## src/rtl/mips_pkg.sv

```systemverilog
`default_nettype none
// ============================================================================
// Module      : mips_pkg
// Description : Shared types and constants for the MIPS execute stage,
//               including the multiply/divide unit (funct codes, FSM state
//               encoding and iteration count).
// Revision    : 1.0 - initial multiply/divide additions
// ============================================================================
package mips_pkg;

    localparam int DATA_MEM_WIDTH = 32;
    localparam int MULDIV_ITERS   = 32;

    typedef logic [2*DATA_MEM_WIDTH-1:0] dword_t;

    // R-type funct field values handled around the HI/LO registers
    typedef enum logic [5:0] {
        F_MFHI  = 6'h10,
        F_MTHI  = 6'h11,
        F_MFLO  = 6'h12,
        F_MTLO  = 6'h13,
        F_MULT  = 6'h18,
        F_MULTU = 6'h19,
        F_DIV   = 6'h1A,
        F_DIVU  = 6'h1B
    } funct_t;

    typedef enum logic [1:0] {
        MD_IDLE   = 2'd0,
        MD_RUN    = 2'd1,
        MD_FINISH = 2'd2
    } muldiv_state_t;

    function automatic logic is_muldiv(input funct_t f);
        return (f == F_MULT) || (f == F_MULTU) || (f == F_DIV) || (f == F_DIVU);
    endfunction

endpackage
`default_nettype wire

```

## src/rtl/mips_muldiv_step.sv

```systemverilog
`default_nettype none
// ============================================================================
// Module      : mips_muldiv_step
// Description : One radix-2 iteration of the multiply/divide unit (purely
//               combinational).
//               Multiply : acc = {partial_product, multiplier}; add the
//                          multiplicand into the upper half when acc[0] is set,
//                          then shift the whole register right by one.
//               Divide   : acc = {remainder, dividend/quotient}; shift left by
//                          one, trial-subtract the divisor from the upper half
//                          and, when it does not borrow, keep the difference
//                          and set the new quotient bit.
// Ports       : i_is_div  - 1 selects the divide step, 0 the multiply step
//               i_acc     - 2*DATA_W working register in
//               i_operand - multiplicand (multiply) or divisor (divide)
//               o_acc     - working register after this step
// Revision    : 1.0 - initial release
// ============================================================================
module mips_muldiv_step #(
    parameter int DATA_W = 32
) (
    input  logic                i_is_div,
    input  logic [2*DATA_W-1:0] i_acc,
    input  logic [DATA_W-1:0]   i_operand,
    output logic [2*DATA_W-1:0] o_acc
);

    logic [DATA_W:0] w_mul_sum;
    logic [DATA_W:0] w_trial;

    // The carry out of the add becomes the top bit after the right shift.
    assign w_mul_sum = {1'b0, i_acc[2*DATA_W-1:DATA_W]}
                     + (i_acc[0] ? {1'b0, i_operand} : {(DATA_W+1){1'b0}});

    // The bit shifted out of the top is kept as the 33rd bit of the trial
    // remainder so a shifted remainder >= 2^DATA_W still compares correctly.
    assign w_trial = i_acc[2*DATA_W-1:DATA_W-1] - {1'b0, i_operand};

    always_comb begin
        o_acc = {w_mul_sum, i_acc[DATA_W-1:1]};
        if (i_is_div) begin
            if (!w_trial[DATA_W]) begin
                o_acc = {w_trial[DATA_W-1:0], i_acc[DATA_W-2:0], 1'b1};
            end else begin
                o_acc = {i_acc[2*DATA_W-2:0], 1'b0};
            end
        end
    end

endmodule
`default_nettype wire

```

## src/rtl/mips_muldiv_unit.sv

```systemverilog
`default_nettype none
// ============================================================================
// Module      : mips_muldiv_unit
// Description : Multi-cycle multiply/divide unit with architectural HI/LO
//               registers (MULT, MULTU, DIV, DIVU, MTHI, MTLO). Operands are
//               converted to magnitudes when issued, iterated one bit per
//               cycle in mips_muldiv_step, and sign-corrected when HI/LO are
//               written.
// Config      : `define MIPS_MULDIV_FAST_MUL_EN for a single-cycle multiplier
//               (MULT/MULTU go IDLE -> FINISH directly). Divide is unaffected.
// Ports       : clk, rst          - clock, synchronous active-high reset
//               start, funct      - request valid (sampled in IDLE) and op
//               rs_val, rt_val    - operands
//               busy              - multiply/divide in flight
//               done              - one-cycle pulse, HI/LO hold new result
//               hi, lo            - HI/LO registers
// Revision    : 1.0 - initial release
// ============================================================================
import mips_pkg::*;

module mips_muldiv_unit #(
    parameter int DATA_W = DATA_MEM_WIDTH,
    parameter int ITERS  = MULDIV_ITERS
) (
    input  logic              clk,
    input  logic              rst,
    input  logic              start,
    input  funct_t            funct,
    input  logic [DATA_W-1:0] rs_val,
    input  logic [DATA_W-1:0] rt_val,
    output logic              busy,
    output logic              done,
    output logic [DATA_W-1:0] hi,
    output logic [DATA_W-1:0] lo
);

    localparam int CNT_W = (ITERS > 1) ? $clog2(ITERS) : 1;

    muldiv_state_t       r_state;
    muldiv_state_t       w_next_state;

    logic [2*DATA_W-1:0] r_acc;
    logic [2*DATA_W-1:0] w_step_acc;
    logic [DATA_W-1:0]   r_operand;
    logic [DATA_W-1:0]   r_rs_raw;
    logic                r_is_div;
    logic                r_neg_lo;     // product / quotient negation
    logic                r_neg_hi;     // remainder takes the dividend's sign
    logic                r_div_zero;
    logic [CNT_W-1:0]    r_count;
    logic                r_done;
    logic [DATA_W-1:0]   r_hi;
    logic [DATA_W-1:0]   r_lo;

    logic                w_idle;
    logic                w_write_result;
    logic                w_start_md;
    logic                w_start_mt;
    logic                w_is_div_op;
    logic                w_signed_op;
    logic                w_fast_mul;
    logic                w_last_step;
    logic [DATA_W-1:0]   w_rs_abs;
    logic [DATA_W-1:0]   w_rt_abs;
    logic [2*DATA_W-1:0] w_prod;
    logic [DATA_W-1:0]   w_quot;
    logic [DATA_W-1:0]   w_rem;
    logic [DATA_W-1:0]   w_new_hi;
    logic [DATA_W-1:0]   w_new_lo;

    // ------------------------------------------------------------------
    // Request decode and operand magnitudes
    // ------------------------------------------------------------------
    assign w_is_div_op = (funct == F_DIV) || (funct == F_DIVU);
    assign w_signed_op = (funct == F_MULT) || (funct == F_DIV);
    assign w_start_md  = start && w_idle && is_muldiv(funct);
    assign w_start_mt  = start && w_idle && ((funct == F_MTHI) || (funct == F_MTLO));
    assign w_rs_abs    = (w_signed_op && rs_val[DATA_W-1]) ? -rs_val : rs_val;
    assign w_rt_abs    = (w_signed_op && rt_val[DATA_W-1]) ? -rt_val : rt_val;
    assign w_last_step = (r_count == CNT_W'(ITERS-1));

`ifdef MIPS_MULDIV_FAST_MUL_EN
    assign w_fast_mul = !w_is_div_op;
`else
    assign w_fast_mul = 1'b0;
`endif

    mips_muldiv_step #(
        .DATA_W    (DATA_W)
    ) u_step (
        .i_is_div  (r_is_div),
        .i_acc     (r_acc),
        .i_operand (r_operand),
        .o_acc     (w_step_acc)
    );

    // ------------------------------------------------------------------
    // FSM: state register / next state / outputs
    // ------------------------------------------------------------------
    always_ff @(posedge clk) begin
        if (rst) begin
            r_state <= MD_IDLE;
        end else begin
            r_state <= w_next_state;
        end
    end

    always_comb begin
        w_next_state = r_state;
        case (r_state)
            MD_IDLE:   if (w_start_md) w_next_state = w_fast_mul ? MD_FINISH : MD_RUN;
            MD_RUN:    if (w_last_step) w_next_state = MD_FINISH;
            MD_FINISH: w_next_state = MD_IDLE;
            default:   w_next_state = MD_IDLE;
        endcase
    end

    always_comb begin
        w_idle         = (r_state == MD_IDLE);
        w_write_result = (r_state == MD_FINISH);
        busy           = (r_state != MD_IDLE);
    end

    // ------------------------------------------------------------------
    // Sign correction applied on the way into HI/LO
    // ------------------------------------------------------------------
    assign w_prod = r_neg_lo ? -r_acc : r_acc;
    assign w_quot = r_neg_lo ? -r_acc[DATA_W-1:0] : r_acc[DATA_W-1:0];
    assign w_rem  = r_neg_hi ? -r_acc[2*DATA_W-1:DATA_W] : r_acc[2*DATA_W-1:DATA_W];

    always_comb begin
        w_new_hi = w_prod[2*DATA_W-1:DATA_W];
        w_new_lo = w_prod[DATA_W-1:0];
        if (r_is_div) begin
            if (r_div_zero) begin
                w_new_hi = r_rs_raw;
                w_new_lo = {DATA_W{1'b1}};
            end else begin
                w_new_hi = w_rem;
                w_new_lo = w_quot;
            end
        end
    end

    // ------------------------------------------------------------------
    // Datapath registers
    // ------------------------------------------------------------------
    always_ff @(posedge clk) begin
        if (rst) begin
            r_acc      <= '0;
            r_operand  <= '0;
            r_rs_raw   <= '0;
            r_is_div   <= 1'b0;
            r_neg_lo   <= 1'b0;
            r_neg_hi   <= 1'b0;
            r_div_zero <= 1'b0;
            r_count    <= '0;
            r_done     <= 1'b0;
            r_hi       <= '0;
            r_lo       <= '0;
        end else begin
            r_done <= w_write_result || w_start_mt;

            if (w_start_md) begin
                r_is_div   <= w_is_div_op;
                r_rs_raw   <= rs_val;
                r_div_zero <= w_is_div_op && (rt_val == '0);
                r_neg_lo   <= w_signed_op && (rs_val[DATA_W-1] ^ rt_val[DATA_W-1]);
                r_neg_hi   <= w_signed_op && (w_is_div_op ? rs_val[DATA_W-1]
                                                          : (rs_val[DATA_W-1] ^ rt_val[DATA_W-1]));
                r_count    <= '0;
                if (w_is_div_op) begin
                    r_operand <= w_rt_abs;
                    r_acc     <= {{DATA_W{1'b0}}, w_rs_abs};
                end else begin
                    r_operand <= w_rs_abs;
`ifdef MIPS_MULDIV_FAST_MUL_EN
                    r_acc     <= {{DATA_W{1'b0}}, w_rs_abs} * {{DATA_W{1'b0}}, w_rt_abs};
`else
                    r_acc     <= {{DATA_W{1'b0}}, w_rt_abs};
`endif
                end
            end else if (r_state == MD_RUN) begin
                r_acc   <= w_step_acc;
                r_count <= r_count + 1'b1;
            end

            if (w_write_result) begin
                r_hi <= w_new_hi;
                r_lo <= w_new_lo;
            end else if (w_start_mt) begin
                if (funct == F_MTHI) begin
                    r_hi <= rs_val;
                end else begin
                    r_lo <= rs_val;
                end
            end
        end
    end

    assign done = r_done;
    assign hi   = r_hi;
    assign lo   = r_lo;

endmodule
`default_nettype wire
```

## config.mk

```make
export PLATFORM = sky130hd
export DESIGN_NAME = mips_muldiv_unit
export DESIGN_NICKNAME = d
export VERILOG_FILES = /design/src/rtl/mips_pkg.sv /design/src/rtl/mips_muldiv_step.sv /design/src/rtl/mips_muldiv_unit.sv
export SDC_FILE = /design/constraint.sdc
export NUM_CORES = 1
export LEC_CHECK = 0
export BUFFER_PORTS_ARGS = -buffer_cell sky130_fd_sc_hd__buf_4
export CAP_MARGIN = 15
export CORE_MARGIN = 2
export CORE_UTILIZATION = 56
export CTS_BUF_LIST = sky130_fd_sc_hd__clkbuf_16
export CTS_CLUSTER_DIAMETER = 80
export CTS_CLUSTER_SIZE = 12
export DETAILED_ROUTE_END_ITERATION = 8
export PLACE_DENSITY = 0.89
export SYNTH_ARGS = -nofsm -noshare
export SYNTH_HDL_FRONTEND = slang
export SYNTH_SLANG_ARGS = --single-unit
```

## constraint.sdc

```tcl
create_clock -name clk -period 3.15 [get_ports clk]
set_input_delay 0.1575 -clock clk [delete_from_list [all_inputs] [get_ports clk]]
set_output_delay 0.1575 -clock clk [all_outputs]
set_load 0.01 [all_outputs]
```

---- Word level (Yosys, flattened, before mapping) ----
Cells that the tools add are included.
word-level totals
  register bits ........................... 204
  logic and storage cells ................. 84
  bits of input ports ..................... 73
operators by class
  multiplexer cells ....................... 26
  add/sub/neg operators ................... 8
  reductions and logical operators ........ 25
  bitwise logic cells ..................... 1
  equality and inequality tests ........... 12
operator list
  kind                 count
  $mux 32              17
  $mux 64              5
  $neg 32->32          4
  $neg 64->64          1
  $eq 6x5->1 const B   6
  $add 32x33->33       1
  $sub 33x32->33       1
  $logic_not 32->1     1
  $logic_and 1x1->1    8
  $reduce_bool 2->1    4
  $logic_or 1x1->1     7
  $reduce_and 2->1     3
  $add 5x1->5 const B  1
  $eq 5x5->1 const B   1
  $mux 2               2
  $ne 2x2->1 const B   2
  $pmux 2 s2           1
  $eq 2x1->1 const B   1
  $eq 2x2->1 const B   1
  $logic_not 2->1      1
  $ne 2x1->1 const B   1
  $reduce_or 2->1      1
  $mux 1               1
  $xor 1x1->1          1

---- Logic depth before layout (Yosys ltp) ----
  word-level depth ........................ 7
  depth in mapped cells ................... 15
  gate-level depth less buffers ........... 14

---- Hierarchy ----
From an unflattened synthesis, not the netlist that was laid out.
unflattened totals
  cells, all modules ...................... 2429
  area, all modules ....................... 17448.0 um^2
modules (own cells, without submodules)
  module            sequential area each (um^2)  times used  cells each  area each (um^2)
  mips_muldiv_unit  4083.9                       1           1717        12618.4
  mips_muldiv_step  0.0                          1           712         4829.6

---- Worst setup path after synthesis ----
OpenSTA, ideal clock, no wires.
  path type ............................... register to register
  from .................................... reg r_acc[31]
  to ...................................... reg r_acc[35]
  path slack .............................. -193 ps
  library setup time ...................... 122 ps
  cell stages (with the launch flop) ...... 15
  arrival ................................. 3221 ps
  cells stage by stage .................... dfxtp_1 > inv_1 > ha_1 > fa_1 > nor2b_1 > o31a_1 > o21ai_0 > or4_1 > nand3_1 > a21oi_2 > xnor2_4 > buf_2 > mux2i_1 > nor2_1 > a221o_1
between the ends
  cells in the longest elaborated chain, start to end .. 5
ends and longest elaborated chain
  item                    line                     source
  start, declared         mips_muldiv_unit.sv:42   logic [2*DATA_W-1:0] r_acc;
  start signal, assigned  mips_muldiv_unit.sv:174  r_acc <= {{DATA_W{1'b0}}, w_rs_abs};
  start signal, assigned  mips_muldiv_unit.sv:180  r_acc <= {{DATA_W{1'b0}}, w_rt_abs};
  start signal, assigned  mips_muldiv_unit.sv:184  r_acc <= w_step_acc;
  $sub 33x32->33          mips_muldiv_step.sv:37   assign w_trial = i_acc[2*DATA_W-1:DATA_W-1] - {1'b0, i_operand};
  $mux 64                 mips_muldiv_step.sv:42   if (!w_trial[DATA_W]) begin
  $mux 64                 mips_muldiv_step.sv:41   if (i_is_div) begin
  $mux 64                 mips_muldiv_unit.sv:183  end else if (r_state == MD_RUN) begin
  $mux 64                 mips_muldiv_unit.sv:164  if (w_start_md) begin
No other way between the ends. The select of a mux whose other input is x is not followed.
A chain may end at the register's enable or synchronous reset.

---- Worst setup path after layout ----
  from .................................... reg r_acc[37]
  to ...................................... reg r_acc[33]
Same word-level chain as after synthesis.

==> metrics.cfg <==
[job]
cap_violations = 0

[route]
via_per_inst = 6.621
vias = 19015
firstDrtPassIters = 8
ant_nets = 0
drt_wl_total_um = 66110
wl_per_cell_um = 23.02
drc_errors = 0
drt-initial-drc-count = 2780

[power_and_ir_drop]
finalPower_w = 0.006394
power_switching_w = 0.001926
power_frac_seq = 0.412
p_leak_nw = 8.295
p_clk_frac = 0.371
vdd_drop_max_uv = 312.0
pwr-share-comb = 0.217
swShare = 0.3013
internal_power_w = 0.004468
p_per_area_nw_per_um2 = 309.1

[clocking]
cts_buffer_depth = 3
numCtsBuffers = 21
cts_tree = yes
ctsRootBufferMaster = clkbuf_16
htree_num_levels = 1
clock_latency_ns = 0.54
path_clk_slew_ns = 0.06
cts_sinks = 204

[grt]
antenna_found_initial = 0
use_met3 = 0.09302
grt_use_total = 0.4018
met1_usage = 0.5091
grt_max_degree = 87
top_usage_layer = met2
met2_usage = 0.6222
grt_pass1_wl_um = 98350
overflow = 0
grt_pass1_vias = 17820

[place]
dp.cells = 2792
place_area_um2 = 19010
portBuffers = 138
hpwl_um = 46880
place.gp.congestion = 1.043

[logic_synthesis]
synth_edf_count = 0
postSynthCellCount = 2249
ys_warn_count = 0
synth_area_leaders = dfxtp_1 (25%), mux2i_1 (7.9%), a21oi_1 (6.9%), nand2_1 (6.0%), xnor2_1 (5.8%)
synth_seq_cells = 204
synth.top_cell.area_share = 0.2456
async_reset_ff_frac = 0
ys_seq_area_frac = 0.2456
syn_nets = 2394
yosysTopAreaCell = dfxtp_1
syn_area_um2 = 16630
yosys-top-cells-count = nand2_1 (265), a21oi_1 (230), nor2_1 (214)
synth_cell_types = 71
syn_avg_cell_area_um2 = 7.393
yosysMostFrequentCell = nand2_1
synth_top_flop_cell = dfxtp_1

[setup_path]
crit_fanout = 8
critPathRequiredTime_ns = 3.56
path_class = flip-flop to flip-flop
cp.arrival_ns = 3.63
critPathLaunchType = flip-flop
endpoint_kind = flip-flop

[timing]
rsz0062_at_grt = yes
setup_viol_count_final = 8
finalSetupTns_ns = -0.2303
fin_crit_sh = 1.023
period_needed_ns = 3.222
maxSlewViolCount = 0
worst_slew_pin_slew_ns = 1.038
setup_ws_ns = -0.07158
finalHoldViolCount = 0
clock_skew_ns = 0.02529
max_slew_margin = 0.3051
fmax_mhz = 310.4

[die]
num_rows = 63
start_util = 0.5655
dieHeight_um = 176.3
die_x_um = 176.3
die_area_um2 = 31090
io_pins = 139
core_region_area_um2 = 29400

[final_layout]
drive_gt1_frac = 0.2006
area_growth_pct = 24.40
final_nets = 2624
antenna_cells = 0
layout.cells.non_filler = 2872
design_area_um2 = 20680
finish.utilization = 0.7035

[status]
status = finished with violations
violations = negative setup slack

[min_path]
hold_class = input pin to flip-flop

[critical path, stage by stage, from the launching register on]
cell and delay [ns]:
dfxtp_1 0.40, buf_4 0.25, ha_1 0.33, nor3_1 0.12, nor3_2 0.21, o21ai_2 0.11, or4_1 0.42, nand3_2 0.13
a21oi_4 0.09, xnor2_4 0.30, buf_6 0.17, buf_16 0.12, o211ai_1 0.10, a311oi_1 0.35
[area by class of cell]
cell class	instances	area [µm²]
fill	2232	8717
inverter	62	235.2
sequential	204	4098
timing repair buffer	394	3166
multi-input combinational	1796	12120
clock inverter	5	55.05
tap	390	488.0
clock buffer	21	525.5
[path summary, 6_finish.rpt]
path / to / startpoint / cells after the start / slack (ns)
max reg2reg: r_acc[33]$_SDFFE_PP0P_ / r_acc[37]$_SDFFE_PP0P_ / 13 / -0.07
min: r_div_zero$_SDFFE_PP0P_ / rt_val[30] / 4 / 0.03
max: r_acc[33]$_SDFFE_PP0P_ / r_acc[37]$_SDFFE_PP0P_ / 13 / -0.07
min reg2reg: r_operand[3]$_SDFFE_PP0P_ / r_operand[3]$_SDFFE_PP0P_ / 2 / 0.46
[state kept, by name, indices dropped and copies added, names as in the netlist]
register    flops
lo             32
r_acc          64
hi             32
r_neg_hi        1
r_count         5
r_neg_lo        1
r_is_div        1
r_state         2
r_div_zero      1
r_operand      32
r_rs_raw       32
done            1
[placed cells by master, fill, tap and decap left out, types with 29 or more instances in the layout]
cell           instances
a21o_1                32
a21oi_1              223
a221oi_1              32
a31oi_1               29
buf_4                344
dfxtp_1              197
dlygate4sd3_1         29
ha_1                  59
inv_1                 59
mux2i_1              130
nand2_1              264
nand3_1               30
nor2_1               204
nor3_1                38
o211ai_1              43
o21ai_0              117
xnor2_1              111
xor2_1                94
[kinds of logic after synthesis]
family | count (synthesis) | share of synthesized area
simple gates | 701 | 0.1906
mux | 134 | 0.08089
flops | 204 | 0.2456
compound gates | 683 | 0.2599
fa+ha+maj | 72 | 0.05508
buf+inv | 249 | 0.05824
xor+xnor | 206 | 0.1096
[routing by layer]
metal | vias up | routed length [µm]
li1 | 8502 | -
met1 | 8808 | 24440
met2 | 1363 | 28370
met3 | 342 | 8269
met4 | 0 | 5033
met5 | - | 0
[power groups by stage]
| stage | Clock, W | Sequential (W) | Combinational, W |
|---|---|---|---|
| 2_1_floorplan | 0 | 0.00268 | 0.000714 |
| 3_3_place_gp | 0 | 0.00269 | 0.00113 |
| 3_5_place_dp | 0 | 0.00269 | 0.00115 |
| 4_1_cts | 0.00238 | 0.00263 | 0.00127 |
| 5_1_grt | 0.00246 | 0.00263 | 0.00145 |
| 6_report | 0.00237 | 0.00263 | 0.00139 |
[per-stage QoR]
step	setup WS, ns	hold slack [ns]
after global routing	-0.1143	0.05658
after CTS	0.005153	0.01313
after detailed placement	-0.3674	0.4465
after floorplan	-0.003243	0.2935
after global placement	-0.2316	0.4394
final	-0.07158	0.03029
[repair_timing]
item	CTS	global route
buffers inserted	9	12
hold endpoints to repair	47	0
gates cloned	2	1
hold buffers	29	0
pin swaps	12	33
setup endpoints to repair	36	50
resized for setup	36	106
No activity file was read; power rests on OpenSTA's default activity.
